===== src/rtl/scene_int_seq.sv =====
// Issue-and-collect sequencer around the scene intersection datapath.
// Issues rays as X/Y/Z axis passes, tags results in flight, and buffers them in order.
module scene_int_seq #(
    parameter int unsigned PL_LATENCY = 45,
    parameter int unsigned FIFO_DEPTH = 4,
    parameter int unsigned RAY_W      = 64,
    parameter int unsigned FLOAT_W    = 32
) (
    input  logic               clk,
    input  logic               rst,
    input  logic [RAY_W-1:0]   ray_in,
    input  logic               ray_shadow_in,
    input  logic               ray_valid_in,
    output logic               ray_ready_out,
    output logic [RAY_W-1:0]   sint_ray,
    output logic               sint_v0,
    output logic               sint_v1,
    output logic               sint_v2,
    output logic               sint_is_shadow,
    input  logic [FLOAT_W-1:0] sint_tmin,
    input  logic [FLOAT_W-1:0] sint_tmax,
    input  logic               sint_miss,
    output logic [RAY_W-1:0]   out_ray,
    output logic [FLOAT_W-1:0] out_tmin,
    output logic [FLOAT_W-1:0] out_tmax,
    output logic               out_miss,
    output logic               out_valid,
    input  logic               out_stall
);

    localparam int unsigned PW    = $clog2(FIFO_DEPTH);
    localparam int unsigned RES_W = 2 * FLOAT_W + 1;
    localparam logic [PW:0] CreditMax = (PW + 1)'(FIFO_DEPTH);

    typedef enum logic [1:0] {StIdle, StX, StY, StZ} state_e;

    state_e              state_q, state_d;
    logic [PW:0]         credits_q, credits_d;
    logic [RAY_W-1:0]    sint_ray_q, sint_ray_d;
    logic                shadow_q, shadow_d;
    logic [PL_LATENCY-1:0] tag_vld_q, tag_vld_d;
    logic [PL_LATENCY-1:0] tag_shd_q, tag_shd_d;
    logic [PW:0]         ray_wptr_q, ray_wptr_d;
    logic [PW:0]         res_wptr_q, res_wptr_d;
    logic [PW:0]         rd_ptr_q, rd_ptr_d;
    logic [RAY_W-1:0]    ray_mem_q [FIFO_DEPTH];
    logic [RES_W-1:0]    res_mem_q [FIFO_DEPTH];

    logic can_issue, accept, pop, res_we, res_empty, res_full;

    assign can_issue = (state_q == StIdle) || (state_q == StZ);
    assign res_empty = (res_wptr_q == rd_ptr_q);
    assign res_full  = (res_wptr_q[PW] != rd_ptr_q[PW]) &&
                       (res_wptr_q[PW-1:0] == rd_ptr_q[PW-1:0]);
    assign out_valid = !res_empty;
    assign pop       = out_valid && !out_stall;
    // A pop in the same cycle frees a credit, so a full credit count can still accept.
    assign ray_ready_out = rst && can_issue && ((credits_q < CreditMax) || pop);
    assign accept    = ray_valid_in && ray_ready_out;
    assign res_we    = tag_vld_q[PL_LATENCY-1];

    assign sint_ray       = sint_ray_q;
    assign sint_v0        = (state_q == StX);
    assign sint_v1        = (state_q == StY);
    assign sint_v2        = (state_q == StZ);
    assign sint_is_shadow = tag_shd_q[PL_LATENCY-1];

    assign out_ray = ray_mem_q[rd_ptr_q[PW-1:0]];
    assign {out_tmin, out_tmax, out_miss} = res_mem_q[rd_ptr_q[PW-1:0]];

    always_comb begin
        state_d    = state_q;
        credits_d  = credits_q;
        sint_ray_d = sint_ray_q;
        shadow_d   = shadow_q;
        ray_wptr_d = ray_wptr_q;
        res_wptr_d = res_wptr_q;
        rd_ptr_d   = rd_ptr_q;

        unique case (state_q)
            StIdle:  if (accept) state_d = StX;
            StX:     state_d = StY;
            StY:     state_d = StZ;
            StZ:     state_d = accept ? StX : StIdle;
            default: state_d = StIdle;
        endcase

        if (accept) begin
            sint_ray_d = ray_in;
            shadow_d   = ray_shadow_in;
            ray_wptr_d = ray_wptr_q + 1'b1;
        end

        unique case ({accept, pop})
            2'b10:   credits_d = credits_q + 1'b1;
            2'b01:   credits_d = credits_q - 1'b1;
            default: credits_d = credits_q;
        endcase

        if (res_we) res_wptr_d = res_wptr_q + 1'b1;
        if (pop)    rd_ptr_d   = rd_ptr_q + 1'b1;

        // Tag enters on the v0 cycle so its tap lines up with the datapath result.
        tag_vld_d = {tag_vld_q[PL_LATENCY-2:0], state_q == StX};
        tag_shd_d = {tag_shd_q[PL_LATENCY-2:0], (state_q == StX) && shadow_q};
    end

    always_ff @(posedge clk) begin
        if (!rst) begin
            state_q    <= StIdle;
            credits_q  <= '0;
            sint_ray_q <= '0;
            shadow_q   <= 1'b0;
            tag_vld_q  <= '0;
            tag_shd_q  <= '0;
            ray_wptr_q <= '0;
            res_wptr_q <= '0;
            rd_ptr_q   <= '0;
            ray_mem_q  <= '{default: '0};
            res_mem_q  <= '{default: '0};
        end else begin
            state_q    <= state_d;
            credits_q  <= credits_d;
            sint_ray_q <= sint_ray_d;
            shadow_q   <= shadow_d;
            tag_vld_q  <= tag_vld_d;
            tag_shd_q  <= tag_shd_d;
            ray_wptr_q <= ray_wptr_d;
            res_wptr_q <= res_wptr_d;
            rd_ptr_q   <= rd_ptr_d;
            if (accept) ray_mem_q[ray_wptr_q[PW-1:0]] <= ray_in;
            if (res_we) res_mem_q[res_wptr_q[PW-1:0]] <= {sint_tmin, sint_tmax, sint_miss};
        end
    end

endmodule


===== config.mk =====
export PLATFORM = sky130hd
export DESIGN_NAME = scene_int_seq
export DESIGN_NICKNAME = d
export VERILOG_FILES = /design/src/rtl/scene_int_seq.sv
export SDC_FILE = /design/constraint.sdc
export NUM_CORES = 1
export LEC_CHECK = 0
export CAP_MARGIN = 20
export CORE_MARGIN = 10
export CORE_UTILIZATION = 36
export DETAILED_ROUTE_END_ITERATION = 12
export PLACE_DENSITY = 0.55
export SLEW_MARGIN = 20
export SYNTH_ARGS = -nofsm -noshare
export SYNTH_HDL_FRONTEND = slang
export SYNTH_SLANG_ARGS = --single-unit
export TNS_END_PERCENT = 5

===== constraint.sdc =====
create_clock -name clk -period 2.75 [get_ports clk]
set_input_delay 0.825 -clock clk [delete_from_list [all_inputs] [get_ports clk]]
set_output_delay 0.825 -clock clk [all_outputs]
set_load 0.03 [all_outputs]

Yosys cells after proc, flatten, opt, wreduce, memory -nomap -nowiden
Index checks and enable logic that the tools add are counted.
{"block": "op_classes", "add_sub_neg": 5, "magnitude_cmp": 6, "n_eq_ne": 7, "n_mux": 16, "n_bitwise": 3, "reduce_logical": 13}
{"operator": "$bwmux W260", "count": 1}
{"operator": "$bwmux W256", "count": 1}
{"operator": "$mux W65", "count": 3}
{"operator": "$mux W64", "count": 3}
{"operator": "$bmux W65 S2", "count": 1}
{"operator": "$demux W65 S2", "count": 1}
{"operator": "$bmux W64 S2", "count": 1}
{"operator": "$demux W64 S2", "count": 1}
{"operator": "$add A3 B1 Y3 const B", "count": 4}
{"operator": "$ge A3 B3 Y1 const B", "count": 3}
{"operator": "$not A2 Y3", "count": 3}
{"operator": "$pmux W2 S4", "count": 1}
{"operator": "$logic_and A1 B1 Y1", "count": 7}
{"operator": "$eq A2 B2 Y1 const B", "count": 3}
{"operator": "$lt A3 B1 Y1 const B", "count": 2}
{"operator": "$pmux W3 S2", "count": 1}
{"operator": "$eq A2 B1 Y1 const B", "count": 2}
{"operator": "$eq A3 B3 Y1", "count": 1}
{"operator": "$lt A3 B3 Y1 const B", "count": 1}
{"operator": "$sub A3 B1 Y3 const B", "count": 1}
{"operator": "$logic_not A1 Y1", "count": 2}
{"operator": "$logic_not A2 Y1", "count": 1}
{"operator": "$logic_or A1 B1 Y1", "count": 2}
{"operator": "$mux W2", "count": 1}
{"operator": "other kinds (3)", "count": 3}
{"block": "word_totals", "regBits": 685, "output_inout_bits": 199}

Logic depth before layout (Yosys ltp)
{"block": "depth", "word_depth": 8, "depth_mapped": 13, "ltp_nobuf": 12}

Least setup slack after synthesis
Ideal clock, no wire load.
{"block": "synth_path", "path_type": "input -> output", "from": "input rst", "to": "output ray_ready_out", "arrival_time_ns": 1.937, "setup_slack_ns": -0.012, "stages": 4, "cell_sequence": "inv_1 -> clkbuf_1 -> clkbuf_1 -> nor3_1"}
{"block": "synth_between", "elab_chain_cells": 2}
{"item": "from (decl)", "line_no": "10", "text": "input logic rst,"}
{"item": "$logic_and A1 B1 Y1 (2 in series)", "line_no": "58", "text": "assign ray_ready_out = rst && can_issue && ((credits_q < CreditMax) || pop);"}
{"item": "to (decl)", "line_no": "14", "text": "output logic ray_ready_out,"}
Every way passes these cells.

Worst setup path after layout
{"block": "layout_path", "from": "register rd_ptr_q[0]", "to": "output out_ray[41]"}
{"block": "layout_between", "elab_chain_cells": 4}
{"item": "from (decl)", "line_no": "45", "text": "logic [PW:0] rd_ptr_q, rd_ptr_d;"}
{"item": "from (signal assigned)", "line_no": "130", "text": "rd_ptr_q <= rd_ptr_d;"}
{"item": "$not A2 Y3 (not written as such)", "line_no": "68", "text": "assign out_ray = ray_mem_q[rd_ptr_q[PW-1:0]];"}
{"item": "$bmux W64 S2", "line_no": "68"}
{"item": "$mux W64 (not written as such) (2 in series)", "line_no": "68"}
{"item": "to (decl)", "line_no": "23", "text": "output logic [RAY_W-1:0] out_ray,"}
Every way passes these cells. The select of a mux whose other input is x is not followed.

==> metrics.yaml <==
status: "finished, violations left"
violations: "negative setup slack"
fin_area_um2: 34600
fin_crit_ps: 3030
grt-ovfl-total: 0
slowest_stage: "mux4_2"
cellLeakagePower_nw: 11.9
initial_core_util: 0.362
hpwl_mm: 48.9
drt-initial-drc-count: 1399
mostFrequentLayoutCell: "nand2_1"
worstSetupEndpointType: "output pin"
path_class: "flop to output pin"
drive_gt1_frac: 0.162
rsz0062_at_grt: "true"
yosysSeqAreaShare: 0.510
holdBufCountCts: 0
cpMostUsedCell: "buf_12"
grt_pass1_vias: 21200
synth-seq-cells: 684
crit_arrival_ps: 2200
cts.sinks: 684
cts_buffer_depth: 3
rows: 100
yosys_warnings: 0
areaGrowthSynthToFinish_pct: 29.1
clk_latency_ps: 620
grt_pass1_wl_mm: 123
synthFlopType: "dfxtp_1"
path_cells: "buf_12, buf_12, buf_16, mux4_2, buf_6"
tightest_slew_ps: 1180
hold_path_class: "flop to flop"
yosysUniqueCellTypes: 40
mostFrequentLayoutCells: "909 x nand2_1, 682 x dfxtp_1, 267 x mux2i_1"
tns_ps: -27230
syn_area_um2: 26800
finalHoldViolations: 0
syn_inst: 2750
core_um2: 74200
ir_drop_mv: 0.381
grt_start_max_net_pins: 259
route.detailed.drc: 0
gp_congestion: 0.787
fp.dieH_um: 293
cts_inserted_buffers: 77
setup_ws_ps: -277
cts_tree: "yes"
syn_avg_cell_area_um2: 9.75
antenna_found_initial: 9
portBuffers: 332
cp_num_buf_inv: 4
drtAntennaViolNets: 0
fp.dieW_um: 293
relSlewSlack: 0.212
grt_usage: 0.179
fin_skew_ps: 34.2
dr_total_vias: 20700
io_pins: 333
worstPathRequired_ps: 1930
crit_fanout: 8
synth_fp_nets: 2900
htreeDepth: 3
first_pass_iters: 5
wirelength_mm: 79.1
maxSlewViolCount: 0
avgViaCountPerCell: 5.08
cts_root_buf: "clkbuf_16"
critPathTopFamily: "buffers and inverters"
nets: 3185
period_share: 1.10
clk_pin_slew_ps: 50
drv_cap: 0
die-area_um2: 85800
place_area_um2: 31200
async_flop_share: 0
wl_per_cell_um: 19.4
worst_setup_path_start_kind: "flop"
p_per_area_nw_per_um2: 696
cpPeakStageDelay_ps: 560
synth_edf_count: 0
max_freq_ghz: 0.330
setup_viol: 130
[registers in the layout (all words and copies together), names as in the netlist]
| register | flops |
|---|---|
| res_mem_q | 260 |
| ray_mem_q | 256 |
| sint_ray | 64 |
| tag_shd_q | 45 |
| tag_vld_q | 45 |
| credits_q | 3 |
| rd_ptr_q | 3 |
| res_wptr_q | 3 |
| ray_wptr_q | 2 |
| state_q | 2 |
| shadow_q | 1 |
[power by group]
group          switching, W  internal, W
registers          0.000223       0.0103
clock network       0.00423      0.00620
logic               0.00180      0.00132
[cells in the mapped netlist, drive strengths merged (2+ instances only)]
master,n,area [µm²]
and2,94,588
buf,71,509
ha,15,188
nand3,60,300
a21oi,264,1320
nand2,913,3430
and3,5,31.3
dfxtp,684,13700
mux4,129,2910
xor2,2,17.5
mux2i,267,2670
o21ai,58,290
clkbuf,146,548
inv,11,43.8
xnor2,6,97.6
nand4,2,27.5
nor2,9,41.3
[cell type report]
class	instances	area (µm²)
repair buffers	423	4960
well taps	969	1210
multi-input cells	1838	12100
clock buffers	118	2340
diodes	3	7.51
fillers	6864	39600
flip-flops and latches	684	13700
inverters	11	51.3
clock inverters	22	267
[repair_timing]
action                     in CTS  in global routing
setup buffers                  11                  2
setup endpoints to repair     133                131
cloned                          7                  0
gates resized for setup       282                 21
[final timing paths]
check	startpoint	to	slack (ps)	depth (start not counted)
max	rd_ptr_q[0]	out_ray[41]	-280	5
max reg2reg	state_q[1]	credits_q[2]	190	12
min	tag_shd_q[41]	tag_shd_q[42]	410	1
min reg2reg	tag_shd_q[41]	tag_shd_q[42]	410	1
[cells by family (layout without fill, tap and decap cells)]
| logic type | after synthesis | count (layout) | synth area share |
|---|---|---|---|
| xor+xnor | 8 | 8 | 0.00429 |
| flops | 684 | 684 | 0.510 |
| buf+inv | 228 | 574 | 0.0410 |
| simple gates | 1089 | 1089 | 0.166 |
| compound gates | 329 | 329 | 0.0624 |
| mux | 396 | 396 | 0.208 |
| other cells | 0 | 3 | 0 |
| fa+ha+maj | 16 | 16 | 0.00774 |
[through the flow]
stage / power, W / worst slack [ps] / std cells / utilization / hold slack [ps]
2_1_floorplan: 0.0125 / 70.5 / 2750 / - / 412
3_3_place_gp: 0.0138 / -218 / 3906 / 0.421 / 415
3_5_place_dp: 0.0139 / -197 / 3906 / 0.421 / 417
4_1_cts: 0.0245 / -376 / 4064 / 0.467 / 413
5_1_grt: 0.0251 / -355 / 4067 / 0.467 / 424
6_report: 0.0241 / -277 / 4068 / 0.467 / 410
[per-layer routing]
metal  vias up  global-route usage  wire (µm)
li1       9805                   -          -
met1     10200               0.223      33800
met2       567               0.296      37500
met3       123              0.0522       6010
met4        14              0.0523       1710
met5         -                   0         99
(Power assumes the default switching activity.)
